**src/rtl/cpu_pkg.sv**
```systemverilog
// Shared constants and state type for the CPU front end (PC width, offset width, reset vector).
package cpu_pkg;
    localparam int          PC_W     = 32;
    localparam int          OFF_W    = 8;
    localparam logic [31:0] RESET_PC = 32'h0000_0000;
    localparam int          STAT_W   = 16;

    typedef enum logic [1:0] {
        RST_HOLD = 2'd0,
        RUN      = 2'd1,
        STALL    = 2'd2
    } pc_state_t;
endpackage

```
**src/rtl/pc_update_unit_branch_target_calc.sv**
```systemverilog
// Combinational next-PC datapath: PC+4, sign-extended word offset, branch target and taken decision.
module branch_target_calc #(
    parameter int PC_W  = 32,
    parameter int OFF_W = 8
) (
    input  logic [PC_W-1:0]  pc,
    input  logic [OFF_W-1:0] offset,
    input  logic             jump,
    input  logic             beq,
    input  logic             bne,
    input  logic             zero,
    output logic [PC_W-1:0]  pc_plus4,
    output logic [PC_W-1:0]  target,
    output logic             taken
);
    logic [PC_W-1:0] ext;

    assign pc_plus4 = pc + PC_W'(4);
    assign ext      = {{(PC_W-OFF_W){offset[OFF_W-1]}}, offset};
    // Offset counts instructions, so scale to bytes; wrap-around is intentional.
    assign target   = pc_plus4 + (ext << 2);
    assign taken    = jump | (beq & zero) | (bne & ~zero);
endmodule

```
**src/rtl/pc_update_unit.sv**
```systemverilog
// PC register with reset-hold / run / stall sequencing.
// Optional branch/stall counters are compiled in with PC_BRANCH_STATS_EN.
module pc_update_unit #(
    parameter int              PC_W     = cpu_pkg::PC_W,
    parameter int              OFF_W    = cpu_pkg::OFF_W,
    parameter logic [PC_W-1:0] RESET_PC = PC_W'(cpu_pkg::RESET_PC)
) (
    input  logic             CLK,
    input  logic             RESET,
    input  logic [OFF_W-1:0] OFFSET,
    input  logic             JUMP,
    input  logic             BEQ,
    input  logic             BNE,
    input  logic             ZERO,
    input  logic             BUSYWAIT,
    output logic [PC_W-1:0]  PC,
    output logic [PC_W-1:0]  PC_PLUS4,
    output logic             TAKEN
`ifdef PC_BRANCH_STATS_EN
   ,output logic [15:0]      BR_TAKEN_CNT,
    output logic [15:0]      STALL_CNT
`endif
);
    import cpu_pkg::*;

    pc_state_t       state, next_state;
    logic [PC_W-1:0] target, next_pc;
    logic            pc_load;

    branch_target_calc #(.PC_W(PC_W), .OFF_W(OFF_W)) u_btc (
        .pc       (PC),
        .offset   (OFFSET),
        .jump     (JUMP),
        .beq      (BEQ),
        .bne      (BNE),
        .zero     (ZERO),
        .pc_plus4 (PC_PLUS4),
        .target   (target),
        .taken    (TAKEN)
    );

    assign next_pc = TAKEN ? target : PC_PLUS4;

    always_ff @(posedge CLK or negedge RESET) begin
        if (!RESET) state <= RST_HOLD;
        else        state <= next_state;
    end

    // BUSYWAIT is ignored in RST_HOLD so RESET_PC always gets one full fetch cycle.
    always_comb begin
        next_state = state;
        case (state)
            RST_HOLD: next_state = RUN;
            RUN:      next_state = BUSYWAIT ? STALL : RUN;
            STALL:    next_state = BUSYWAIT ? STALL : RUN;
            default:  next_state = RST_HOLD;
        endcase
    end

    always_comb begin
        pc_load = 1'b0;
        case (state)
            RUN, STALL: pc_load = ~BUSYWAIT;
            default:    pc_load = 1'b0;
        endcase
    end

    always_ff @(posedge CLK or negedge RESET) begin
        if (!RESET)       PC <= RESET_PC;
        else if (pc_load) PC <= next_pc;
    end

`ifdef PC_BRANCH_STATS_EN
    always_ff @(posedge CLK or negedge RESET) begin
        if (!RESET) begin
            BR_TAKEN_CNT <= '0;
            STALL_CNT    <= '0;
        end else begin
            if (pc_load && TAKEN && BR_TAKEN_CNT != 16'hFFFF)
                BR_TAKEN_CNT <= BR_TAKEN_CNT + 16'd1;
            // Counts edges entering or remaining in STALL, not the release edge.
            if (next_state == STALL && STALL_CNT != 16'hFFFF)
                STALL_CNT <= STALL_CNT + 16'd1;
        end
    end
`endif
endmodule

```
**config.mk**
```make
export PLATFORM = sky130hd
export DESIGN_NAME = pc_update_unit
export DESIGN_NICKNAME = d
export VERILOG_FILES = /design/src/rtl/cpu_pkg.sv /design/src/rtl/pc_update_unit_branch_target_calc.sv /design/src/rtl/pc_update_unit.sv
export SDC_FILE = /design/constraint.sdc
export NUM_CORES = 1
export LEC_CHECK = 0
export BUFFER_PORTS_ARGS = -buffer_cell sky130_fd_sc_hd__clkbuf_2
export CORE_AREA = 2 2 122 124
export CTS_CLUSTER_DIAMETER = 50
export DETAILED_ROUTE_END_ITERATION = 7
export DIE_AREA = 0 0 124 126
export GPL_TIMING_DRIVEN = 0
export PLACE_DENSITY_LB_ADDON = 0.2
export SLEW_MARGIN = 20
export SYNTH_ARGS = -nofsm -noshare
export SYNTH_HDL_FRONTEND = slang
export SYNTH_HIERARCHICAL = 1
export SYNTH_SLANG_ARGS = --single-unit
```
**constraint.sdc**
```tcl
create_clock -name CLK -period 6.2 [get_ports CLK]
set_clock_uncertainty 0.2 [all_clocks]
set_input_delay 1.24 -clock CLK [delete_from_list [all_inputs] [get_ports CLK]]
set_output_delay 1.24 -clock CLK [all_outputs]
set_load 0.02 [all_outputs]
```
==> flow_summary.toml, run 1 <==
[synthesis]
synth_area_leaders = "mux2_4 (21%), dfrtp_1 (20%), ha_1 (10%)"
yosys_warnings = 6
ys_types = 57
ys_dominant_reg_cell = "dfrtp_1"
yosysSeqAreaShare = 0.202
synth_top_cell_area_share = 0.214
syn_avg_cell_area_um2 = 9.85
synth_fp_nets = 478
syn_area_mm2 = 0.00420
synthArstFlopShare = 1.00
synth_top_area_cell = "mux2_4"
synth-edff-count = 0
ys_ff_latch = 34
synthCells = 427

[sta]
setup_tns_ps = 0
slew_headroom = 0.385
period_share = 0.754
hold_viol = 0
drv_slew = 0
period_needed_ps = 4670
worst_pin_slew_ps = 922
fmax_mhz = 214
rsz0062_at_grt = "no"
setup_violations = 0

[critical_path]
path_max_fanout = 8
critPathArrivalTime_ps = 4640
worstPathRequired_ps = 6160
slowest_delay_ps = 500
crit_chain = "nand4_2 -> nor3_1 -> nand2_1 -> nor2_1 -> nand4_1 -> xnor2_1 -> ha_1 -> clkbuf_1 -> nand4_1 -> or4_1 -> o31ai_1 -> a31oi_1 -> o21ai_1 -> xor2_1 -> mux2_4 -> mux2_4"
crit_family = "simple AND/OR/NAND/NOR gates"
slowest_stage = "dfrtp_1"
path_class = "register to register"
critPathLaunchType = "register"
cp_num_buf_inv = 1
critPathCaptureType = "register"

[routing]
initialDrtViolationCount = 135
viasPerCell = 4.95
drtAntennaViolNets = 0
drc = 0
via_count = 3448
drt_pre_antenna_iters = 4
wl_um = 11600
wl_per_cell_um = 16.7

[pwr]
cellLeakagePower_nw = 2.35
p_clk_frac = 0.071
vdd_drop_max_mv = 0.156
internal_power_mw = 1.71
fin_total_pwr_mw = 3.34
power_density_mw_per_mm2 = 673
combPwrFrac = 0.771
p_switching_mw = 1.63
power_frac_seq = 0.158
p_sw_frac = 0.489

[clock_tree]
clock_sinks = 34
cts_root_buffer = "clkbuf_16"
clkLatencyLatePin_ps = 280
htree_levels = 2
clk_pin_slew_ps = 50
clockBufferDepth = 2
cts_tree = "built"
cts_resized = 0
numCtsBuffers = 5
post_cts_buffers = 0
cts-hold-fix-buffers = 0

[placed_design]
place_congestion = 0.805
place_inst = 690
hpwlAfterDp_um = 9350
portBuffers = 79

[floorplanning]
die_w_um = 124
fp.coreArea_mm2 = 0.0143
ioPinCount = 80
start_util = 0.294
die-area_mm2 = 0.0156
die_y_um = 126
rows = 44

[grt]
grt_pass1_wl_um = 18700
grt_max_degree = 35
grt_pass1_vias = 3426
antenna_found_initial = 0
grt-ovfl-total = 0
grtUsageTotal = 0.153

[cells_and_area]
layout_commonest_cell = "clkbuf_2"
fillers = 1487
layout.cells.non_filler = 697
n_antenna_cell = 0
fin_nets = 564
syn_to_final_growth_pct = 18.0
final_cell_mix = "clkbuf_2 (79), mux2_4 (60), xnor2_1 (39)"
drive_gt1_frac = 0.351

[run_status]
status = "finished, final reports clean"

[worst_hold_path]
worstHoldPathType = "register to register"

[flow_run]
maxCapViolCount = 0
-- logic make-up after synthesis --
| logic type | count (synthesis) | share of synthesized area |
|---|---|---|
| AOI/OAI and AO/OA | 89 | 0.141 |
| muxes | 64 | 0.225 |
| and+or+nand+nor | 115 | 0.148 |
| buffers and inverters | 32 | 0.0512 |
| adders and majority gates | 36 | 0.109 |
| DFF | 34 | 0.202 |
| xor gates and xnor gates | 57 | 0.123 |
-- per-layer routing --
| layer | vias up | global-route usage | wire length [um] |
|---|---|---|---|
| li1 | 1723 | - | - |
| met1 | 1675 | 0.210 | 5540 |
| met2 | 44 | 0.262 | 5740 |
| met3 | 6 | 0.0109 | 246 |
| met4 | 0 | 0.0337 | 112 |
| met5 | - | 0 | 0 |
-- stage by stage --
stage,hold slack (ps),area [um^2],utilization,worst slack [ps]
floorplan,426,4200,-,1930
global placement,351,4830,0.337,1500
detailed placement,367,4830,0.337,1490
CTS,380,4960,0.347,1460
global route,406,4960,0.347,1060
finish,377,4960,0.347,1530
-- registers in the layout, summed over array words and instances (netlist names) --
name   count
state      2
PC        32
-- path summary, 6_finish.rpt --
check                           depth (start not counted)  slack (ps)               from            endpoint
min in group asynchronous                               1         890              RESET   PC[9]$_DFFE_PN0P_
worst min-delay path                                    1         380  PC[0]$_DFFE_PN0P_   PC[0]$_DFFE_PN0P_
max in group asynchronous                               1        4330              RESET  PC[25]$_DFFE_PN0P_
worst max-delay path                                   16        1530  PC[4]$_DFFE_PN0P_  PC[30]$_DFFE_PN0P_
worst max register to register                         16        1530  PC[4]$_DFFE_PN0P_  PC[30]$_DFFE_PN0P_
worst min register to register                          1         380  PC[0]$_DFFE_PN0P_   PC[0]$_DFFE_PN0P_
-- cell usage after synthesis, types with 3 or more instances --
cell / n
dfrtp_1: 34
nand2_1: 35
a21o_1: 5
inv_1: 11
o21bai_1: 5
a211o_1: 3
o21ai_0: 14
xnor2_1: 39
nand2b_1: 3
buf_12: 3
nor2_1: 23
o21a_1: 4
mux2_4: 60
nand4_1: 10
buf_4: 7
xor2_1: 17
buf_2: 4
mux2_2: 4
o21ai_1: 5
a21oi_1: 28
nor2b_1: 3
o211ai_1: 3
and3_1: 6
a31oi_1: 3
ha_1: 35
nand3_1: 20
clkbuf_1: 5
-- power by group through the flow --
stage	Combinational (mW)	Clock, mW	Sequential, mW
2_1_floorplan	1.87	0	0.604
3_3_place_gp	2.55	0	0.525
3_5_place_dp	2.57	0	0.531
4_1_cts	2.58	0.244	0.531
5_1_grt	2.81	0.252	0.553
6_report	2.57	0.236	0.529
-- cell type report --
type | instances | area, um^2 | share of cell area
Multi-Input combinational cell | 361 | 3140 | 0.632
Clock buffer | 7 | 133 | 0.0267
Sequential cell | 34 | 851 | 0.171
Inverter | 11 | 41.3 | 0.00832
Timing Repair Buffer | 79 | 395 | 0.0797
Buffer | 21 | 174 | 0.0350
Tap cell | 184 | 230 | 0.0464
Power figures use the tool's default switching activity.
==> inputs of run 2 (changes only) <==
==> constraint.sdc (replaced) <==
create_clock -name CLK -period 3.75 [get_ports CLK]
set_clock_uncertainty 0.2 [all_clocks]
set_input_delay 0.75 -clock CLK [delete_from_list [all_inputs] [get_ports CLK]]
set_output_delay 0.75 -clock CLK [all_outputs]
set_load 0.02 [all_outputs]
==> run 2 against run 1 <==
  * The flow now finishes with violations (negative setup slack)
  * Fmax increased by 19%
  * Combinational power increased by 110%
  * Largest power group unchanged
  * Clock power increased by 92%
  * Highest routed layer unchanged
  * Critical path depth increased by 1
  * Utilization increased by 8.7 points
  * Critical path type unchanged
  * Non-clock buffer count increased by 53
  * Global-route usage increased by 0.74 points
  * Largest cell class unchanged
  * Register-to-register slack got worse by 1700 ps
==> flow_summary.toml, run 2 (same netlist as run 1, synthesis figures left out) <==
[grt]
grt-ovfl-total = 0
use_met2 = 0.267
antenna_found_initial = 0
grtUsageMet3 = 0.0172
grt_pass1_vias = 3722
grt_max_degree = 35
grt_use_met1 = 0.223
grt_pass1_wl_um = 19700
grtUsageTotal = 0.161
busiest_layer = "met2"

[critical_path]
rr_endpoint = "PC[30]$_DFFE_PN0P_"
ff2ff_path_depth = 17
critPathLaunchType = "register"
r2r_setup_slack_ps = -180
reg2reg_from = "PC[4]$_DFFE_PN0P_"
critPathArrivalTime_ps = 3890
critPathCaptureType = "register"
path_max_fanout = 4
worstPathRequired_ps = 3710
path_class = "register to register"

[routing]
drt_pre_antenna_iters = 4
via_count = 3748
wl_per_cell_um = 16.6
wl_um = 12500
initialDrtViolationCount = 135
drtAntennaViolNets = 0
viasPerCell = 4.99
drc = 0

[floorplanning]
die_y_um = 126
die_w_um = 124
start_util = 0.294
die-area_mm2 = 0.0156
fp.coreArea_mm2 = 0.0143
ioPinCount = 80
rows = 44

[cells_and_area]
layout_commonest_cell = "clkbuf_2"
largest_registers = "PC (32), state (2)"
drive_gt1_frac = 0.603
final_cell_mix = "clkbuf_2 (78), mux2_4 (61), buf_4 (58)"
fillers = 1384
n_antenna_cell = 0
regMostFlops = "PC"
largest_reg_flops = 32
multi_input_area_mm2 = 0.00387
regArea_um2 = 872
fin_nets = 617
syn_to_final_growth_pct = 47.6

[sta]
drv_slew = 0
hold_viol = 0
worst_pin_slew_ps = 943
slew_headroom = 0.371
setup_violations = 5
period_share = 1.05
fmax_mhz = 254
whs_ps = 366
setup_slack_ps = -181
setup_tns_ps = -446
rsz0062_at_grt = "yes"
period_needed_ps = 3930

[run_status]
violations = "negative setup slack"
status = "finished, violations left"

[placed_design]
place_congestion = 0.819
place_ws_ps = -488
hpwlAfterDp_um = 9410
portBuffers = 79

[pwr]
vdd_drop_max_mv = 0.308
power_density_mw_per_mm2 = 1080
cellLeakagePower_nw = 2.89

[clock_tree]
clock_sinks = 34
cts_tree = "built"
numCtsBuffers = 5
cts-hold-fix-buffers = 0
clockBufferDepth = 2
clk_pin_slew_ps = 50
cts_root_buffer = "clkbuf_16"
clkLatencyLatePin_ps = 280
htree_levels = 2

[worst_hold_path]
worstHoldPathType = "register to register"
min_to = "PC[1]$_DFFE_PN0P_"
whs_path_depth = 1
hp-start = "PC[1]$_DFFE_PN0P_"

[flow_run]
maxCapViolCount = 0
[run 2: cell types whose count changed in the layout (fill, tap and decap cells not counted), sizes merged]
cell / previous run / this run
buf: 16 / 73
clkbuf: 91 / 88
[run 2: routing by layer]
metal / vias to the layer above / part of all wire
met3: 7 / 0.040
met2: 66 / 0.51
met1: 1840 / 0.44
met4: 0 / 0.0093
met5: - / 0
li1: 1835 / -
[run 2: final cells by class]
type	count	share of cell area
buffer	19	0.0300
clock buffer	8	0.0268
inverter	11	0.00665
multi-input combinational	361	0.624
sequential	34	0.140
tap	184	0.0371
timing repair buffer	134	0.135
[run 2: worst max-delay path: stages (launching register included)]
cell     delay (ps)
dfrtp_2         380
nand4_4         160
nor4_4          270
buf_4           180
nor2b_4         140
buf_6           140
buf_12          110
nand3_4          90
xnor2_4         180
ha_4            290
nand4_1         120
or4_1           430
o31ai_2         240
a31oi_2          90
o21ai_1         170
xor2_1           90
mux2_4          260
mux2_4          250
[run 2: timing repair]
item	in CTS	in global routing
endpoints found under the setup margin	14	14
pin swaps	24	34
resized for setup	53	57
setup buffers	32	23
[run 2: worst max path at each step]
stage / start / end / slack [ps] / cells after the start
4_1_cts: PC[4]$_DFFE_PN0P_ / PC[30]$_DFFE_PN0P_ / -210 / 17
6_report: PC[4]$_DFFE_PN0P_ / PC[30]$_DFFE_PN0P_ / -180 / 17
3_3_place_gp: PC[2]$_DFFE_PN0P_ / PC[30]$_DFFE_PN0P_ / -470 / 16
5_1_grt: PC[4]$_DFFE_PN0P_ / PC[30]$_DFFE_PN0P_ / -330 / 17
3_5_place_dp: PC[2]$_DFFE_PN0P_ / PC[30]$_DFFE_PN0P_ / -490 / 16
2_1_floorplan: PC[9]$_DFFE_PN0P_ / PC[30]$_DFFE_PN0P_ / -60 / 16
[run 2: report_power, final]
part / internal, mW / switching (mW) / total, mW
Combinational: 2.71 / 2.64 / 5.35
Clock: 0.301 / 0.153 / 0.454
Sequential: 0.577 / 0.297 / 0.874
[run 2: metrics by stage]
stage / utilization / std cells / instance area, um^2 / power (mW)
2_1_floorplan: - / 427 / 4410 / 4.25
3_3_place_gp: 0.352 / 690 / 5030 / 5.24
3_5_place_dp: 0.352 / 690 / 5030 / 5.29
4_1_cts: 0.400 / 729 / 5720 / 6.24
5_1_grt: 0.434 / 751 / 6210 / 7.16
6_report: 0.434 / 751 / 6210 / 6.68
==> inputs of run 3 (changes only) <==
--- a/config.mk
+++ b/config.mk
@@ -10,7 +10,6 @@
 export CTS_CLUSTER_DIAMETER = 50
 export DETAILED_ROUTE_END_ITERATION = 7
 export DIE_AREA = 0 0 124 126
-export GPL_TIMING_DRIVEN = 0
 export PLACE_DENSITY_LB_ADDON = 0.2
 export SLEW_MARGIN = 20
 export SYNTH_ARGS = -nofsm -noshare
==> run 3 against run 2 <==
  * Register-to-register slack better by 240 ps
  * Fmax increased by 6.5%
  * Sequential share of layout area decreased by 0.11 points
  * Setup slack improved by 240 ps
  * Sequential cell count is the same
  * Clock-buffer cell count shrank 1
  * The run now ends clean
  * Global-route usage increased by 0.50 points
  * Die area stayed put
  * Combinational power increased by 6.9%
  * Critical path depth unchanged
  * Clock power shrank 8.8%
  * Final area grew 0.52%
==> flow_summary.toml, run 3 (same netlist as run 1, synthesis figures left out) <==
[clock_tree]
cts_tree = "built"
clk_pin_slew_ps = 50
numCtsBuffers = 5
clockBufferDepth = 2
clkLatencyLatePin_ps = 280
cts-hold-fix-buffers = 0
htree_levels = 2
clock_sinks = 34
cts_root_buffer = "clkbuf_16"

[sta]
drv_slew = 0
hold_viol = 0
setup_violations = 0
period_share = 0.984
setup_tns_ps = 0
fmax_mhz = 271
slew_headroom = 0.404
worst_pin_slew_ps = 894
rsz0062_at_grt = "yes"
period_needed_ps = 3690

[floorplanning]
start_util = 0.294
die-area_mm2 = 0.0156
rows = 44
die_y_um = 126
fp.coreArea_mm2 = 0.0143
ioPinCount = 80
die_w_um = 124

[cells_and_area]
fin_nets = 646
fillers = 1364
layout_commonest_cell = "buf_4"
final_cell_mix = "buf_4 (101), clkbuf_2 (79), mux2_4 (60)"
n_antenna_cell = 0
largest_registers = "PC (32), state (2)"
largest_reg_flops = 32
syn_to_final_growth_pct = 48.4
drive_gt1_frac = 0.606
regMostFlops = "PC"

[worst_hold_path]
min_to = "PC[3]$_DFFE_PN0P_"
hp-start = "PC[3]$_DFFE_PN0P_"
worstHoldPathType = "register to register"
whs_path_depth = 1

[critical_path]
critPathLaunchType = "register"
critPathArrivalTime_ps = 3650
path_class = "register to register"
rr_endpoint = "PC[29]$_DFFE_PN0P_"
path_max_fanout = 7
critPathCaptureType = "register"
reg2reg_from = "PC[3]$_DFFE_PN0P_"
ff2ff_path_depth = 17
worstPathRequired_ps = 3710
r2r_setup_slack_ps = 60

[run_status]
status = "finished, final reports clean"

[routing]
drc = 0
initialDrtViolationCount = 186
drtAntennaViolNets = 0
via_count = 3810
drt_pre_antenna_iters = 4
wl_um = 13000
viasPerCell = 4.88
wl_per_cell_um = 16.6

[grt]
grtUsageTotal = 0.166
grt-ovfl-total = 0
grt_pass1_vias = 3863
grt_pass1_wl_um = 20200
antenna_found_initial = 0
grt_max_degree = 35

[pwr]
cellLeakagePower_nw = 2.95
power_density_mw_per_mm2 = 1110
vdd_drop_max_mv = 0.280
p_switching_mw = 3.15
internal_power_mw = 3.76
p_clk_frac = 0.060
combPwrFrac = 0.828
power_frac_seq = 0.112
p_sw_frac = 0.456
fin_total_pwr_mw = 6.91

[placed_design]
place_congestion = 0.853
hpwlAfterDp_um = 10300
portBuffers = 79

[flow_run]
maxCapViolCount = 0
[run 3: cell count changes in the layout (fill, tap and decap cells not counted), sizes merged]
cell	delta
clkbuf	-2
clkinv	+1
buf	+30
[run 3: cell type report]
| cell class | instances | area (um^2) | area share |
|---|---|---|---|
| clock buffers | 7 | 143 | 0.0229 |
| well taps | 184 | 230 | 0.0369 |
| inverters | 11 | 41.3 | 0.00662 |
| flip-flops and latches | 34 | 870 | 0.139 |
| repair buffers | 182 | 1180 | 0.190 |
| multi-input cells | 361 | 3770 | 0.604 |
| clock inverters | 1 | 5.00 | 0.000802 |
[run 3: power groups by stage]
stage / registers, mW / clock network (mW) / logic (mW)
floorplan: 1.07 / 0 / 3.18
global placement: 0.769 / 0 / 5.18
detailed placement: 0.773 / 0 / 5.23
CTS: 0.770 / 0.418 / 5.38
global route: 0.802 / 0.428 / 6.16
finish: 0.772 / 0.414 / 5.72
[run 3: worst max-delay path by stage]
stage                                  from                  to  slack [ps]  cells after the start
after global routing      PC[7]$_DFFE_PN0P_  PC[29]$_DFFE_PN0P_        -110                     18
after detailed placement  PC[3]$_DFFE_PN0P_  PC[31]$_DFFE_PN0P_        -280                     15
after global placement    PC[3]$_DFFE_PN0P_  PC[31]$_DFFE_PN0P_        -240                     15
after floorplan           PC[9]$_DFFE_PN0P_  PC[30]$_DFFE_PN0P_         -60                     16
after CTS                 PC[3]$_DFFE_PN0P_  PC[30]$_DFFE_PN0P_          -8                     15
final                     PC[3]$_DFFE_PN0P_  PC[29]$_DFFE_PN0P_          60                     17
[run 3: per-layer routing]
layer	global-route usage	vias to the layer above	wire length, um
li1	-	1876	-
met1	0.226	1876	6100
met2	0.284	49	6410
met3	0.0131	9	267
met4	0.0370	0	174
met5	0	-	0
[run 3: metrics by stage]
| stage | util | hold slack [ps] | cell area, um^2 | std cells | worst slack (ps) |
|---|---|---|---|---|---|
| floorplan | - | 254 | 4410 | 427 | -59.2 |
| global placement | 0.389 | 345 | 5570 | 763 | -244 |
| detailed placement | 0.389 | 351 | 5570 | 763 | -277 |
| CTS | 0.409 | 367 | 5850 | 772 | -7.93 |
| global route | 0.436 | 399 | 6240 | 780 | -112 |
| finish | 0.436 | 383 | 6240 | 780 | 60.5 |
[run 3: worst max-delay path, cell delays in order (launching register included)]
cell      delay, ps
dfrtp_2         400
buf_4           170
ha_4            200
nand2_2         100
nor2_4          140
nand4_1         140
xnor2_2         180
ha_1            340
buf_6           150
a21oi_4         120
o21bai_1         80
a21oi_1         140
o21a_1          180
o41ai_4         110
a221oi_2        270
xnor2_1         120
mux2_4          270
mux2_4          250
[run 3: timing repair]
item / 4_1_cts / 5_1_grt
setup buffers: 1 / 8
pin swaps: 15 / 13
endpoints found under the setup margin: 14 / 15
endpoints found under the hold margin: 0 / 0
resized for setup: 22 / 52
